`src/rtl/mdu_pkg.sv`:
```
// Shared definitions for the multiply/divide unit.
//   - MDU_OP_*    : 3-bit operation encodings. Bit 0 set means unsigned.
//   - mdu_state_e : control FSM states.
//   - abs_w()     : conditional two's-complement negate at MDU_MAX_W bits.
//                   Callers zero-extend narrower operands and truncate the result.
//   - neg_2w()    : two's-complement negate at MDU_MAX_2W bits, used the same way.
// WIDTH of any user module must not exceed MDU_MAX_W.
package mdu_pkg;

  localparam logic [2:0] MDU_OP_MULT  = 3'd0;
  localparam logic [2:0] MDU_OP_MULTU = 3'd1;
  localparam logic [2:0] MDU_OP_MADD  = 3'd2;
  localparam logic [2:0] MDU_OP_MADDU = 3'd3;
  localparam logic [2:0] MDU_OP_MSUB  = 3'd4;
  localparam logic [2:0] MDU_OP_MSUBU = 3'd5;
  localparam logic [2:0] MDU_OP_DIV   = 3'd6;
  localparam logic [2:0] MDU_OP_DIVU  = 3'd7;

  localparam int MDU_MAX_W  = 64;
  localparam int MDU_MAX_2W = 2 * MDU_MAX_W;

  typedef enum logic [1:0] {
    IDLE = 2'd0,
    MUL  = 2'd1,
    DIV  = 2'd2,
    DONE = 2'd3
  } mdu_state_e;

  // Negates x when neg is set. Passing the sign bit as neg yields the magnitude.
  function automatic logic [MDU_MAX_W-1:0] abs_w(input logic [MDU_MAX_W-1:0] x,
                                                input logic                 neg);
    return neg ? -x : x;
  endfunction

  function automatic logic [MDU_MAX_2W-1:0] neg_2w(input logic [MDU_MAX_2W-1:0] x);
    return -x;
  endfunction

endpackage

```
`src/rtl/mdu_div_core.sv`:
```
// Iterative restoring divider datapath, one quotient bit per step.
// Ports:
//   clk, rst        clock, synchronous active-high reset
//   load            capture dividend, clear partial remainder and counter
//   step            perform one restoring iteration
//   dividend        unsigned dividend (sampled on load)
//   divisor         unsigned divisor (must be held stable while stepping)
//   quotient        quotient shift register contents
//   remainder       partial remainder
//   done            high on the step that produces the final quotient bit
module mdu_div_core #(
  parameter int WIDTH = 32,
  parameter int CNT_W = 6
) (
  input  logic             clk,
  input  logic             rst,
  input  logic             load,
  input  logic             step,
  input  logic [WIDTH-1:0] dividend,
  input  logic [WIDTH-1:0] divisor,
  output logic [WIDTH-1:0] quotient,
  output logic [WIDTH-1:0] remainder,
  output logic             done
);

  logic [WIDTH-1:0] rem_q;
  logic [WIDTH-1:0] quo_q;
  logic [CNT_W-1:0] cnt_q;
  logic [WIDTH:0]   shifted;
  logic             ge;
  logic [WIDTH-1:0] diff;

  // The dividend shifts out of the top of quo_q into the remainder while
  // quotient bits shift in at the bottom. When the trial subtraction succeeds
  // the true difference is below divisor, so WIDTH bits are enough for it.
  always_comb begin
    shifted = {rem_q, quo_q[WIDTH-1]};
    ge      = (shifted >= {1'b0, divisor});
    diff    = shifted[WIDTH-1:0] - divisor;
  end

  always_ff @(posedge clk) begin
    if (rst) begin
      rem_q <= '0;
      quo_q <= '0;
      cnt_q <= '0;
    end else if (load) begin
      rem_q <= '0;
      quo_q <= dividend;
      cnt_q <= '0;
    end else if (step) begin
      rem_q <= ge ? diff : shifted[WIDTH-1:0];
      quo_q <= {quo_q[WIDTH-2:0], ge};
      cnt_q <= cnt_q + 1'b1;
    end
  end

  assign quotient  = quo_q;
  assign remainder = rem_q;
  assign done      = step && (cnt_q == CNT_W'(WIDTH - 1));

endmodule

```
`src/rtl/mul_div_unit.sv`:
```
// Multi-cycle multiply/divide unit for the EX stage.
// Executes MULT/MULTU/MADD/MADDU/MSUB/MSUBU/DIV/DIVU and returns {HI,LO}.
// Build option: define MDU_MUL_ITER_EN for a radix-2 shift-add multiplier
// (WIDTH cycles); otherwise the multiply is one cycle of array multiply.
// Ports:
//   clk, rst        clock, synchronous active-high reset
//   start_i         request, sampled only in IDLE
//   op_i            MDU_OP_* encoding
//   opa_i, opb_i    multiplicand/dividend, multiplier/divisor
//   acc_i           {HI,LO} accumulator for MADD/MSUB, sampled with start_i
//   annul_i         flush; aborts the operation in any state
//   busy_o          operation in flight (MUL or DIV state)
//   ready_o         one-cycle pulse, result_o valid
//   result_o        {HI,LO}; divide gives {remainder, quotient}
//   div_by_zero_o   qualifies ready_o for a divide with zero divisor
//   dbg_state_o     current FSM state
// Handshake: a request is taken when start_i=1 in IDLE with annul_i=0; there
// is no queuing. The result is presented for exactly one cycle with ready_o=1
// (the DONE state), start_i must be low in that cycle, and the next request
// may be issued the cycle after.
module mul_div_unit
  import mdu_pkg::*;
#(
  parameter int WIDTH = 32,
  parameter int CNT_W = 6
) (
  input  logic               clk,
  input  logic               rst,
  input  logic               start_i,
  input  logic [2:0]         op_i,
  input  logic [WIDTH-1:0]   opa_i,
  input  logic [WIDTH-1:0]   opb_i,
  input  logic [2*WIDTH-1:0] acc_i,
  input  logic               annul_i,
  output logic               busy_o,
  output logic               ready_o,
  output logic [2*WIDTH-1:0] result_o,
  output logic               div_by_zero_o,
  output mdu_state_e         dbg_state_o
);

  mdu_state_e         state_q, state_d;
  logic [2:0]         op_q;
  logic               sa_q, sb_q, dz_q;
  logic [WIDTH-1:0]   a_mag_q, b_mag_q;
  logic [2*WIDTH-1:0] acc_q, prod_q, result_q;

  logic               signed_in, is_div_in, div_zero_in, accept;
  logic [WIDTH-1:0]   a_mag_in, b_mag_in;
  logic [WIDTH-1:0]   quotient, remainder;
  logic               div_done, mul_last;
  logic               sgn_op, neg_res;
  logic [2*WIDTH-1:0] prod_s, final_result;
  logic [WIDTH-1:0]   quo_s, rem_s;

  // Operands become magnitudes at latch time; the signs are reapplied in DONE.
  always_comb begin
    signed_in   = ~op_i[0];
    is_div_in   = op_i[2] & op_i[1];
    div_zero_in = is_div_in && (opb_i == '0);
    accept      = (state_q == IDLE) && start_i && !annul_i;
    a_mag_in    = WIDTH'(abs_w(MDU_MAX_W'(opa_i), signed_in & opa_i[WIDTH-1]));
    b_mag_in    = WIDTH'(abs_w(MDU_MAX_W'(opb_i), signed_in & opb_i[WIDTH-1]));
  end

  mdu_div_core #(.WIDTH(WIDTH), .CNT_W(CNT_W)) u_div (
    .clk      (clk),
    .rst      (rst),
    .load     (accept),
    .step     (state_q == DIV),
    .dividend (a_mag_in),
    .divisor  (b_mag_q),
    .quotient (quotient),
    .remainder(remainder),
    .done     (div_done)
  );

`ifdef MDU_MUL_ITER_EN
  logic [CNT_W-1:0] mul_cnt_q;
  logic [WIDTH:0]   mul_sum;

  // prod_q starts as {0, multiplier}; each step adds the multiplicand into
  // the upper half when the low bit is set, then shifts the pair right.
  always_comb begin
    mul_sum  = {1'b0, prod_q[2*WIDTH-1:WIDTH]} + (prod_q[0] ? {1'b0, a_mag_q} : '0);
    mul_last = (mul_cnt_q == CNT_W'(WIDTH - 1));
  end
`else
  assign mul_last = 1'b1;
`endif

  always_ff @(posedge clk) begin
    if (rst) state_q <= IDLE;
    else     state_q <= state_d;
  end

  always_comb begin
    state_d = state_q;
    case (state_q)
      IDLE: if (accept) state_d = is_div_in ? (div_zero_in ? DONE : DIV) : MUL;
      MUL:  if (mul_last) state_d = DONE;
      DIV:  if (div_done) state_d = DONE;
      DONE: state_d = IDLE;
      default: state_d = IDLE;
    endcase
    if (annul_i) state_d = IDLE;
  end

  always_ff @(posedge clk) begin
    if (rst) begin
      op_q     <= '0;
      sa_q     <= 1'b0;
      sb_q     <= 1'b0;
      dz_q     <= 1'b0;
      a_mag_q  <= '0;
      b_mag_q  <= '0;
      acc_q    <= '0;
      prod_q   <= '0;
      result_q <= '0;
`ifdef MDU_MUL_ITER_EN
      mul_cnt_q <= '0;
`endif
    end else begin
      if (accept) begin
        op_q    <= op_i;
        sa_q    <= signed_in & opa_i[WIDTH-1];
        sb_q    <= signed_in & opb_i[WIDTH-1];
        dz_q    <= div_zero_in;
        a_mag_q <= a_mag_in;
        b_mag_q <= b_mag_in;
        acc_q   <= acc_i;
`ifdef MDU_MUL_ITER_EN
        prod_q    <= (2*WIDTH)'(b_mag_in);
        mul_cnt_q <= '0;
`endif
      end
      if (state_q == MUL) begin
`ifdef MDU_MUL_ITER_EN
        prod_q    <= {mul_sum, prod_q[WIDTH-1:1]};
        mul_cnt_q <= mul_cnt_q + 1'b1;
`else
        prod_q <= (2*WIDTH)'(a_mag_q) * (2*WIDTH)'(b_mag_q);
`endif
      end
      if (ready_o) result_q <= final_result;
    end
  end

  // Sign fix-up and accumulate. Quotient sign is sa^sb, remainder follows the
  // dividend. MIN/-1 needs no special case: |MIN| as unsigned divided by 1
  // gives 2^(WIDTH-1), which negates back to MIN.
  always_comb begin
    sgn_op  = ~op_q[0];
    neg_res = sgn_op & (sa_q ^ sb_q);
    prod_s  = neg_res ? (2*WIDTH)'(neg_2w(MDU_MAX_2W'(prod_q))) : prod_q;
    quo_s   = WIDTH'(abs_w(MDU_MAX_W'(quotient), neg_res));
    rem_s   = WIDTH'(abs_w(MDU_MAX_W'(remainder), sgn_op & sa_q));
    case (op_q)
      MDU_OP_MULT, MDU_OP_MULTU: final_result = prod_s;
      MDU_OP_MADD, MDU_OP_MADDU: final_result = acc_q + prod_s;
      MDU_OP_MSUB, MDU_OP_MSUBU: final_result = acc_q - prod_s;
      default:                   final_result = dz_q ? '0 : {rem_s, quo_s};
    endcase
  end

  assign ready_o       = (state_q == DONE) && !annul_i;
  assign busy_o        = (state_q == MUL) || (state_q == DIV);
  assign result_o      = ready_o ? final_result : result_q;
  assign div_by_zero_o = ready_o && dz_q;
  assign dbg_state_o   = state_q;

endmodule

```
`config.mk`:
```
export PLATFORM = sky130hd
export DESIGN_NAME = mul_div_unit
export DESIGN_NICKNAME = d
export VERILOG_FILES = /design/src/rtl/mdu_pkg.sv /design/src/rtl/mdu_div_core.sv /design/src/rtl/mul_div_unit.sv
export SDC_FILE = /design/constraint.sdc
export NUM_CORES = 2
export LEC_CHECK = 0
export BUFFER_PORTS_ARGS = -buffer_cell sky130_fd_sc_hd__buf_2
export CORE_UTILIZATION = 60
export DETAILED_ROUTE_END_ITERATION = 7
export MAX_ROUTING_LAYER = met4
export PLACE_DENSITY = 0.9
export SYNTH_ARGS = -nofsm -noshare
export SYNTH_HDL_FRONTEND = slang
export SYNTH_SLANG_ARGS = --single-unit
```
`constraint.sdc`:
```
create_clock -name clk -period 16.4 [get_ports clk]
set_input_delay 2.46 -clock clk [delete_from_list [all_inputs] [get_ports clk]]
set_output_delay 2.46 -clock clk [all_outputs]
set_load 0.01 [all_outputs]
```
==> impl_results.md <==
* Outcome: completed
* Fmax at around 91 MHz
* Pre-CTS setup slack at 6.451 ns
* Post_cts resized at 0
* Post-synthesis async set-or-reset flop share at 0%
* Initial core utilization at 60.58%
* HPWL after DPL at 138900 µm
* Crit-path cells: inv_1, ha_1, nor4b_1, nand4_1, nor4_1, o21ai_0, a2111oi_2, nand2_1, nor4_1, a21oi_1, xnor2_1, ha_1, a21o_1, a21o_1, a21oi_1, o21ai_0, a221o_1, a21o_1, a31oi_1, xnor2_1, a222oi_1, o21ai_0, buf_2
* DR iter-0 viols at 5733
* Post-synthesis sequential area ratio at between 10% and 20%
* RD Place Congestion at 1.074
* Avg WL per Cell at approximately 22 µm
* Reg2reg end: prod_q[56]
* Final WL at approximately 180000 µm
* Die Area at slightly below 0.1 mm²
* Post-DRT Antenna Nets at 0
* Hold_buf cts at 0
* Crit path launch type: register
* Root buf cell: clkbuf_16
* VDD IR max at about 0.076 mV
* Max Cap Violations at 0
* Lkg Pwr at between 20 and 30 nW
* Cells after Synth at 6863
* Actual slew at the worst max-slew pin at roughly 1.2 ns
* Number of global-route vias before repair at 52020
* Die H at ~310 µm
* Via-per-instance ratio at 6.254
* Slowest stage delay, CP at around 0.85 ns
* Number of remaining DRC errors at 0
* Synth Flop Type: dfxtp_1
* Most common cell after layout, fill and taps aside: inv_1
* GRT overflow at 0
* CP max stage cell: nor4b_1
* Final worst-path cycle share at between 60% and 70%
* R2R cell count at 24
* Row Count at approximately 110
* EDFF count, synth at 0
* Origin of the critical flop-to-flop path: a_mag_q[20]
* Hold path cells at 2
* Worst hold path class: register to register
* Die X at 311.5 µm
* Boundary Pins at just over 200
* Clock Latency Late Sink at 0.61 ns
* Mean Syn Cell Area at around 8.4 µm²
* CTS Sinks at ~330
* CP endpoint kind: output port
* Vias at roughly 51000
* Largest net degree at the start of global routing at 99
* Hold_sp: b_mag_q[22]
* Slew Viols, Final at 0
* Crit Path Max Fanout at 9
* CP Class: register to output port
* Fraction of layout cells with a size suffix above 1 at 6.162%
* Final worst slack at between 5 and 6 ns
* PD cells at 82.63 mW/mm²
* RSZ-0062 raised after global routing: no
* Clk_skew at 0.04717 ns
* Post-Syn Area at between 0.05 and 0.06 mm²
* Sum of negative setup slack at 0 ns
* Required time worst endpoint at 13.94 ns
* Global-route wire length before repair at between 200000 and 300000 µm
* Count of state elements after synthesis at 334
* Min Clock Period, post-route at 10.94 ns
* Relative slew slack at a little under 20%
* TritonCTS buffer count at 37
* Clk buf depth at 3
* Hold Path Sink: b_mag_q[22]
* GRT Util Overall at between 30% and 40%
* Final Net Count at between 8000 and 9000
* Drt first pass iters at 8
* CTS tree: yes
* Fin. Hold Viols at 0
* Commonest cells after routing, fill and taps aside: inv_1, fa_1, nand2_1, and2_1, a21oi_1
* YS warnings at 0
* H-tree Lvls at 2
* Synthesized net count at 8269
* Final setup violating endpoints at 0
* Initial antenna violation count at 6
* Clk pin slew, worst setup/hold paths at around 0.070 ns
* IO buf count at 203
* Layout Area Growth over Synthesis at 5.356%
* Netlist cell types at 90
* Reg2Reg Setup Slack at approximately 6.9 ns
* Critical path arrival at approximately 8.5 ns
* Post-CTS setup buffers at 0
* Core ar. at between 0.09 and 0.1 mm²
metrics by stage:
| step | cells | total power, W | util, % | hold WS, ns | area, µm² |
|---|---|---|---|---|---|
| 6_report | 8086 | 0.005003 | 63.82 | 0.4566 | 60550 |
| 5_1_grt | 8085 | 0.005295 | 63.82 | 0.4806 | 60550 |
| 4_1_cts | 8081 | 0.004914 | 63.81 | 0.4577 | 60540 |
| 3_5_place_dp | 8016 | 0.003996 | 62.45 | 0.4474 | 59250 |
| 3_3_place_gp | 8016 | 0.003935 | 62.45 | 0.4405 | 59250 |
| 2_1_floorplan | 6863 | 0.003122 | - | 0.4363 | 57470 |
area by class of cell:
type / instances / area (µm²)
timing repair buffer: 286 / 1648
inverter: 973 / 3652
multi-input combinational: 5158 / 45670
clock buffer: 47 / 1044
tap: 1265 / 1583
clock inverter: 18 / 244.0
fill: 7430 / 34320
sequential: 334 / 6699
antenna: 5 / 12.51
worst max-delay path by stage:
stage,startpoint,endpoint,slack [ns],cells after the start
after floorplan,prod_q[0],result_o[56],7.81,26
after global placement,prod_q[0],result_o[52],6.61,23
after detailed placement,prod_q[0],result_o[52],6.45,23
after CTS,prod_q[0],result_o[52],5.73,23
after global routing,prod_q[0],result_o[52],4.87,23
final,prod_q[0],result_o[52],5.46,23
power breakdown:
part           switching [W]  internal (W)
clock               0.000400      0.000507
combinational        0.00200       0.00116
sequential         0.0000895      0.000853
total                0.00249       0.00252
sequential cells by signal (all words and copies together) (netlist names), 2 cells and up:
register / flops
acc_q: 64
prod_q: 64
result_q: 64
a_mag_q: 32
b_mag_q: 32
u_div.quotient: 32
u_div.remainder: 32
u_div.cnt_q: 6
op_q: 3
dbg_state_o: 2
Yosys cell counts (all sizes together) (21+ instances only):
cell type	number	area [µm²]
inv	972	3649
fa	898	17980
nand2	785	2949
and2	625	3910
a21oi	403	2017
nor2	379	1423
ha	373	4667
clkbuf	369	1386
dfxtp	334	6686
xnor2	235	2066
o21ai	171	855.8
xor2	138	1209
a21o	98	735.7
mux2i	84	840.8
nor2b	84	525.5
a211oi	82	615.6
a31oi	66	412.9
nor3	59	305.3
o21a	59	442.9
nor4	45	325.3
nand3	43	215.2
nand4	38	250.2
a21boi	37	277.8
o31ai	37	277.8
or3	34	212.7
nand2b	33	206.5
o21bai	32	240.2
and3	29	186.4
buf	29	143.9
o221ai	22	192.7
o22ai	21	131.4
routing by layer:
| metal | wire length (µm) | track usage (%) | vias up |
|---|---|---|---|
| li1 | - | - | 21900 |
| met1 | 65810 | 47.21 | 24610 |
| met2 | 81760 | 58.98 | 3211 |
| met3 | 21480 | 8.119 | 841 |
| met4 | 11320 | 20.06 | 0 |
| met5 | 0 | - | - |
critical path, delay by kind of cell (launching register included):
| kind | cells | cell delay, ns |
|---|---|---|
| simple gates | 5 | 2.72 |
| buf+inv | 2 | 0.35 |
| xor+xnor | 2 | 0.29 |
| fa+ha+maj | 2 | 0.76 |
| compound gates | 12 | 3.37 |
| flops | 1 | 0.39 |
kinds of logic after synthesis:
logic type / after synthesis / share of synthesized area [%]
buffers and inverters: 1371 / 9.017
multiplexers: 88 / 1.541
AO/OA/AOI/OAI: 1194 / 13.34
flip-flops: 334 / 11.63
XOR/XNOR: 373 / 5.697
AND/OR/NAND/NOR: 2232 / 19.37
adder cells (fa/ha/maj): 1271 / 39.40
Note: power is estimated with default switching activity, not from simulation.
